**src/rtl/mem_port_arbiter.sv**
```systemverilog
// rtl/mem_port_arbiter.sv - single-port RAM arbiter between instruction fetch and load/store
// Load/store has priority; fetch wins after MAX_WAIT consecutive lost arbitrations.

module mem_port_arbiter #(
    parameter int ADDR_W   = 12,
    parameter int DATA_W   = 32,
    parameter int RD_LAT   = 1,
    parameter int MAX_WAIT = 4
) (
    input  logic              clk,
    input  logic              rst,

    input  logic              if_req,
    input  logic [ADDR_W-1:0] if_addr,
    output logic              if_gnt,
    output logic              if_rvalid,
    output logic [DATA_W-1:0] if_rdata,

    input  logic              ls_req,
    input  logic              ls_we,
    input  logic [ADDR_W-1:0] ls_addr,
    input  logic [DATA_W-1:0] ls_wdata,
    output logic              ls_gnt,
    output logic              ls_rvalid,
    output logic [DATA_W-1:0] ls_rdata,

    output logic              mem_en,
    output logic              mem_we,
    output logic [ADDR_W-1:0] mem_addr,
    output logic [DATA_W-1:0] mem_wdata,
    input  logic [DATA_W-1:0] mem_rdata
);

    localparam logic [2:0] LP_RD_LAT   = 3'(RD_LAT);
    localparam logic [3:0] LP_MAX_WAIT = 4'(MAX_WAIT);

    typedef enum logic [1:0] {
        S_IDLE  = 2'd0,
        S_ISSUE = 2'd1,
        S_WAIT  = 2'd2
    } state_t;

    state_t r_state;
    state_t w_next_state;

    logic [2:0] r_wait_cnt;
    logic [3:0] r_starve_cnt;
    logic       r_owner_ls;

    logic w_any_req;
    logic w_pick_ls;
    logic w_pick_if;
    logic w_sample;
    logic w_capture;

    logic              w_nx_mem_en;
    logic              w_nx_mem_we;
    logic [ADDR_W-1:0] w_nx_mem_addr;
    logic [DATA_W-1:0] w_nx_mem_wdata;
    logic              w_nx_if_gnt;
    logic              w_nx_ls_gnt;
    logic              w_nx_if_rvalid;
    logic              w_nx_ls_rvalid;

    assign w_any_req = if_req | ls_req;
    assign w_pick_ls = ls_req & ~(if_req & (r_starve_cnt == LP_MAX_WAIT));
    assign w_pick_if = if_req & ~w_pick_ls;
    assign w_sample  = (r_state == S_IDLE) & w_any_req;
    // Last WAIT cycle: mem_rdata is valid exactly now.
    assign w_capture = (r_state == S_WAIT) & (r_wait_cnt <= 3'd1);

    always_ff @(posedge clk or posedge rst) begin
        if (rst) begin
            r_state <= S_IDLE;
        end else begin
            r_state <= w_next_state;
        end
    end

    always_comb begin
        w_next_state = r_state;
        case (r_state)
            S_IDLE: begin
                if (w_any_req) begin
                    w_next_state = S_ISSUE;
                end
            end
            S_ISSUE: begin
                w_next_state = mem_we ? S_IDLE : S_WAIT;
            end
            S_WAIT: begin
                if (r_wait_cnt <= 3'd1) begin
                    w_next_state = S_IDLE;
                end
            end
            default: begin
                w_next_state = S_IDLE;
            end
        endcase
    end

    // Next values for the registered outputs; ISSUE outputs are decided in IDLE.
    always_comb begin
        w_nx_mem_en    = 1'b0;
        w_nx_mem_we    = 1'b0;
        w_nx_mem_addr  = '0;
        w_nx_mem_wdata = '0;
        w_nx_if_gnt    = 1'b0;
        w_nx_ls_gnt    = 1'b0;
        w_nx_if_rvalid = 1'b0;
        w_nx_ls_rvalid = 1'b0;
        if (w_sample) begin
            w_nx_mem_en = 1'b1;
            w_nx_if_gnt = w_pick_if;
            w_nx_ls_gnt = w_pick_ls;
            if (w_pick_ls) begin
                w_nx_mem_addr = ls_addr;
                w_nx_mem_we   = ls_we;
                if (ls_we) begin
                    w_nx_mem_wdata = ls_wdata;
                end
            end else begin
                w_nx_mem_addr = if_addr;
            end
        end
        if (w_capture) begin
            w_nx_if_rvalid = ~r_owner_ls;
            w_nx_ls_rvalid = r_owner_ls;
        end
    end

    always_ff @(posedge clk or posedge rst) begin
        if (rst) begin
            mem_en    <= 1'b0;
            mem_we    <= 1'b0;
            mem_addr  <= '0;
            mem_wdata <= '0;
            if_gnt    <= 1'b0;
            ls_gnt    <= 1'b0;
            if_rvalid <= 1'b0;
            ls_rvalid <= 1'b0;
        end else begin
            mem_en    <= w_nx_mem_en;
            mem_we    <= w_nx_mem_we;
            mem_addr  <= w_nx_mem_addr;
            mem_wdata <= w_nx_mem_wdata;
            if_gnt    <= w_nx_if_gnt;
            ls_gnt    <= w_nx_ls_gnt;
            if_rvalid <= w_nx_if_rvalid;
            ls_rvalid <= w_nx_ls_rvalid;
        end
    end

    always_ff @(posedge clk or posedge rst) begin
        if (rst) begin
            r_wait_cnt   <= '0;
            r_starve_cnt <= '0;
            r_owner_ls   <= 1'b0;
        end else begin
            if (r_state == S_ISSUE && !mem_we) begin
                r_wait_cnt <= LP_RD_LAT;
            end else if (r_state == S_WAIT) begin
                r_wait_cnt <= r_wait_cnt - 3'd1;
            end
            if (w_sample) begin
                r_owner_ls <= w_pick_ls;
                if (w_pick_if) begin
                    r_starve_cnt <= '0;
                end else if (if_req && r_starve_cnt != LP_MAX_WAIT) begin
                    r_starve_cnt <= r_starve_cnt + 4'd1;
                end
            end
        end
    end

    // Read data registers hold until the next capture for the same port.
    always_ff @(posedge clk or posedge rst) begin
        if (rst) begin
            if_rdata <= '0;
            ls_rdata <= '0;
        end else if (w_capture) begin
            if (r_owner_ls) begin
                ls_rdata <= mem_rdata;
            end else begin
                if_rdata <= mem_rdata;
            end
        end
    end

endmodule

```
**config.mk**
```make
export PLATFORM = sky130hd
export DESIGN_NAME = mem_port_arbiter
export DESIGN_NICKNAME = d
export VERILOG_FILES = /design/src/rtl/mem_port_arbiter.sv
export SDC_FILE = /design/constraint.sdc
export NUM_CORES = 1
export LEC_CHECK = 0
export ABC_AREA = 0
export CAP_MARGIN = 0
export CORE_UTILIZATION = 45
export DETAILED_ROUTE_END_ITERATION = 6
export PLACE_DENSITY = 0.9
export SLEW_MARGIN = 20
export SYNTH_ARGS = -nofsm -noshare
export SYNTH_HDL_FRONTEND = slang
export SYNTH_SLANG_ARGS = --single-unit
```
**constraint.sdc**
```tcl
create_clock -name clk -period 12.51 [get_ports clk]
set_input_delay 2.502 -clock clk [delete_from_list [all_inputs] [get_ports clk]]
set_output_delay 2.502 -clock clk [all_outputs]
set_load 0.1 [all_outputs]
```
---- Word-level counts from Yosys, hierarchy flattened ----
Cells that the tools add are included.
operators by class
  magnitude comparators ................... 1
  $add $sub $neg .......................... 2
  equality and inequality tests ........... 6
  multiplexer cells ....................... 20
  bitwise operators ....................... 9
  reductions and logical operators ........ 10
operator list
  operator             count
  $mux 32              3
  $mux 12              2
  $mux 4               2
  $reduce_and 2->1     4
  $mux 1               7
  $mux 2               3
  $mux 3               2
  $pmux 2 s3           1
  $and 1x1->1          5
  $add 4x1->4 const B  1
  $eq 4x3->1 const B   1
  $ne 2x2->1 const B   2
  $ne 4x3->1 const B   1
  $reduce_bool 2->1    2
  $le 3x1->1 const B   1
  $not 1->1            3
  $sub 3x1->3 const B  1
  $eq 2x1->1 const B   1
  $eq 2x2->1 const B   1
  $logic_and 1x1->1    2
  $logic_not 2->1      1
  $logic_not 1->1      1
  $or 1x1->1           1
word-level totals
  output and inout bits ................... 114
  input bits .............................. 93
  logic and storage cells ................. 62
  register bits ........................... 124

---- Longest topological paths before layout ----
  depth after elaboration ................. 8
  depth in mapped cells ................... 8
  depth with buffers taken out ............ 6

---- Least setup slack after synthesis ----
No wires, ideal clock.
  path type ............................... input to register
  from .................................... input ls_req
  to ...................................... register mem_addr[0]
  data required time ...................... 12374 ps
  setup time .............................. 136 ps
  setup slack ............................. 8990 ps
  arrival ................................. 3384 ps
  buffers on the path ..................... 2
  stages on the path ...................... 4
  cells stage by stage .................... clkbuf_1 > o21ai_0 > clkbuf_1 > a21oi_1
between the ends
  cells in the longest elaborated chain, start to end .. 3
  elaborated cells between the ends (all ways) .. 5
  those cells by class .................... mux: 2; bitwise: 3
RTL lines
  what                                       RTL line  text
  from (decl)                                19        input logic ls_req,
  $and 1x1->1 or $or 1x1->1 (tied branches)  66, 65
  $mux 12 or $and 1x1->1 (tied branches)     116, 68
  $mux 12 (*)                                112       if (w_sample) begin
  via w_nx_mem_addr[0]                       58        logic [ADDR_W-1:0] w_nx_mem_addr;
  to (signal assigned)                       145       mem_addr <= w_nx_mem_addr;
  to (decl)                                  29        output logic [ADDR_W-1:0] mem_addr,
The timed path passes the listed nets; every way through them passes the cells marked *.
A chain may end at the register's enable or synchronous reset.

---- Final worst setup path ----
  from .................................... register if_rdata[13]
  to ...................................... output if_rdata[13]
RTL lines
  what                    RTL line  text
  from (decl)             17        output logic [DATA_W-1:0] if_rdata,
  from (signal assigned)  185       if_rdata <= mem_rdata;
No word-level cell between the ends.

==> flow_metrics.tcl <==
set metrics [dict create \
    crit_chain "clkdlybuf4s50_1" \
    endpoint_kind "primary output" \
    hpwl_mm 8.12 \
    required_ps 10010 \
    reg2reg_depth 6 \
    die_x_um 104 \
    yosys_warnings 0 \
    critPathKind "flop to primary output" \
    critical-path-max-stage-delay_ps 1140 \
    cts_root_buf "clkbuf_8" \
    syn2layout_area_growth_pct 59.3 \
    worstReg2RegStart "r_wait_cnt[1]$_DFFE_PP0P_" \
    fillers 622 \
    clk_latency_ps 510 \
    period_minus_slack_ps 4540 \
    synth_seq_area_share_pct 66.0 \
    syn_nets 425 \
    drcViolationCount 0 \
    numPortBuffers 206 \
    synth_cell_types 35 \
    numCtsBuffers 17 \
    grt_max_degree 77 \
    antenna_found_initial 0 \
    clk_path_buf_depth 2 \
    vias_per_cell 4.97 \
    grt_setup_unrepaired "false" \
    synth.avg_cell_area_um2 14.3 \
    synth_edf_count 0 \
    antenna_cells 0 \
    holdBufCountCts 0 \
    status "finished clean" \
    hold_path_class "flop to flop" \
    timing.fmax_mhz 220 \
    clk_pin_slew_worst_paths_ps 60 \
    cts_htree_levels 4 \
    num_vias 3417 \
    grt_pass1_vias 3804 \
    cp_num_buf_inv 1 \
    fin_tns_setup_ps 0 \
    gp_congestion 0.836 \
    finalCritPeriodShare_pct 36.3 \
    final_nets 638 \
    io_pins 207 \
    hold-path-cell-count 1 \
    row_count 36 \
    setup_viol 0 \
    final_max_slew_viol_count 0 \
    hp-start "ls_rdata[11]$_DFFE_PP0P_" \
    track_usage_pct 23.0 \
    ant_nets 0 \
    wl_per_cell_um 16.9 \
    cpMaxStageDelayCell "clkdlybuf4s50_1" \
    gr-total-overflow 0 \
    holdPathEnd "ls_rdata[11]$_DFFE_PP0P_" \
    synth_flop_cell "dfrtp_1" \
    slew_headroom_pct 30.8 \
    path_delay_family "buffers and inverters" \
    rrSetupSlack_ps 9920 \
    arrival_ps 2030 \
    cp_max_fo 2 \
    cts_setup_buffers 0 \
    maxCapViolations 0 \
    clock-sinks 124 \
    postRouteWirelength_mm 11.6 \
    worstMarginPinSlew_ps 1040 \
    drt_first_pass_iters 4 \
    r2r_end "ls_rdata[20]$_DFFE_PP0P_" \
    cts-resized-gates 0 \
    syn_area_um2 4700 \
    cts_tree "yes" \
    drive_gt1_share_pct 18.2 \
    ys_async_sr_fraction_pct 100 \
    initial_utilization_pct 47.2 \
    syn_inst 328 \
    ys_ff_latch 124 \
    skew_ps 6.76 \
    core-area_um2 9950 \
    timing_hold_violations_final 0 \
    die_h_um 104 \
    drt_iter0_markers 108 \
    grt_pass1_wl_mm 19.0 \
    cp-start-kind "flop" \
    dieArea_um2 10900 \
]
-- kinds of logic (layout without fill, tap and decap cells) --
family                     count (synthesis)  count (layout)  share of synthesized area [%]
DFF                                      124             124                           66.0
buffers and inverters                     28             254                           3.33
AOI/OAI and AO/OA                         38              38                           4.47
muxes                                     65              65                           16.3
adders and majority gates                  4               4                           1.06
and+or+nand+nor                           69              69                           8.83
-- per-layer routing --
metal | up-vias | wire length [um] | GRT usage [%]
li1 | 1550 | - | -
met1 | 1683 | 4330 | 24.1
met2 | 158 | 6290 | 41.8
met3 | 26 | 745 | 7.46
met4 | 0 | 281 | 10.2
met5 | - | 0 | 0
-- layout make-up --
class | count | area (um2) | area share [%]
clock buffers | 19 | 432 | 5.76
clock inverters | 13 | 196 | 2.62
inverters | 13 | 58.8 | 0.785
multi-input cells | 176 | 1450 | 19.4
flip-flops and latches | 124 | 3100 | 41.4
well taps | 133 | 166 | 2.22
repair buffers | 209 | 2080 | 27.8
-- cell usage after synthesis (2+ instances only) --
master | number | area (um2)
o21ai_0 | 17 | 85.1
mux2_4 | 10 | 150
and2_1 | 32 | 200
nand2_1 | 5 | 18.8
clkbuf_1 | 9 | 33.8
buf_2 | 3 | 15.0
a21oi_1 | 15 | 75.1
buf_12 | 2 | 40.0
mux2_2 | 52 | 586
ha_1 | 4 | 50.1
mux2_1 | 2 | 22.5
nand3_1 | 17 | 85.1
nand2b_1 | 3 | 18.8
inv_1 | 12 | 45.0
nor2b_1 | 2 | 12.5
dfrtp_1 | 124 | 3100
-- sequential cells by signal (all words and copies together) (netlist names) --
register      flops
if_gnt            1
if_rdata         32
if_rvalid         1
ls_gnt            1
ls_rdata         32
ls_rvalid         1
mem_addr         12
mem_en            1
mem_wdata        32
mem_we            1
r_owner_ls        1
r_starve_cnt      4
r_state           2
r_wait_cnt        3
-- cell usage in the layout (no fill, tap or decap), types with 2 or more instances in the layout --
master / count
a21oi_1: 15
dfrtp_1: 124
nand2_1: 5
nor2b_1: 2
ha_1: 4
bufinv_16: 5
and2_1: 32
nand2b_1: 3
mux2_1: 2
clkbuf_16: 16
inv_1: 11
buf_4: 3
mux2_4: 10
clkdlybuf4s50_1: 206
nand3_1: 17
clkbuf_8: 2
mux2_2: 52
o21ai_0: 17
clkinv_2: 6
-- worst max path at each step --
stage | slack [ps] | end | cells past startpoint | start
2_1_floorplan | 6710 | if_gnt$_DFF_PP0_ | 1 | rst
6_report | 7970 | if_rdata[13] | 1 | if_rdata[13]$_DFFE_PP0P_
3_3_place_gp | 7810 | mem_wdata[2]$_DFF_PP0_ | 4 | if_req
5_1_grt | 7920 | ls_rdata[26] | 1 | ls_rdata[26]$_DFFE_PP0P_
3_5_place_dp | 7700 | mem_wdata[17]$_DFF_PP0_ | 4 | if_req
4_1_cts | 7940 | ls_rdata[27] | 1 | ls_rdata[27]$_DFFE_PP0P_
-- metrics by stage --
step | hold slack [ps] | instance area, um2 | util, % | instances | worst slack [ps]
6_report | 502 | 7490 | 75.3 | 687 | 7970
5_1_grt | 515 | 7490 | 75.3 | 687 | 7920
4_1_cts | 507 | 7490 | 75.3 | 687 | 7940
3_5_place_dp | 474 | 6870 | 69.0 | 655 | 7700
3_3_place_gp | 467 | 6870 | 69.0 | 655 | 7810
2_1_floorplan | 484 | 4700 | - | 328 | 6710
Power is left out: the tool's default activity adds up to more than one toggle a clock period on the data nets, which glitch-free logic cannot reach.
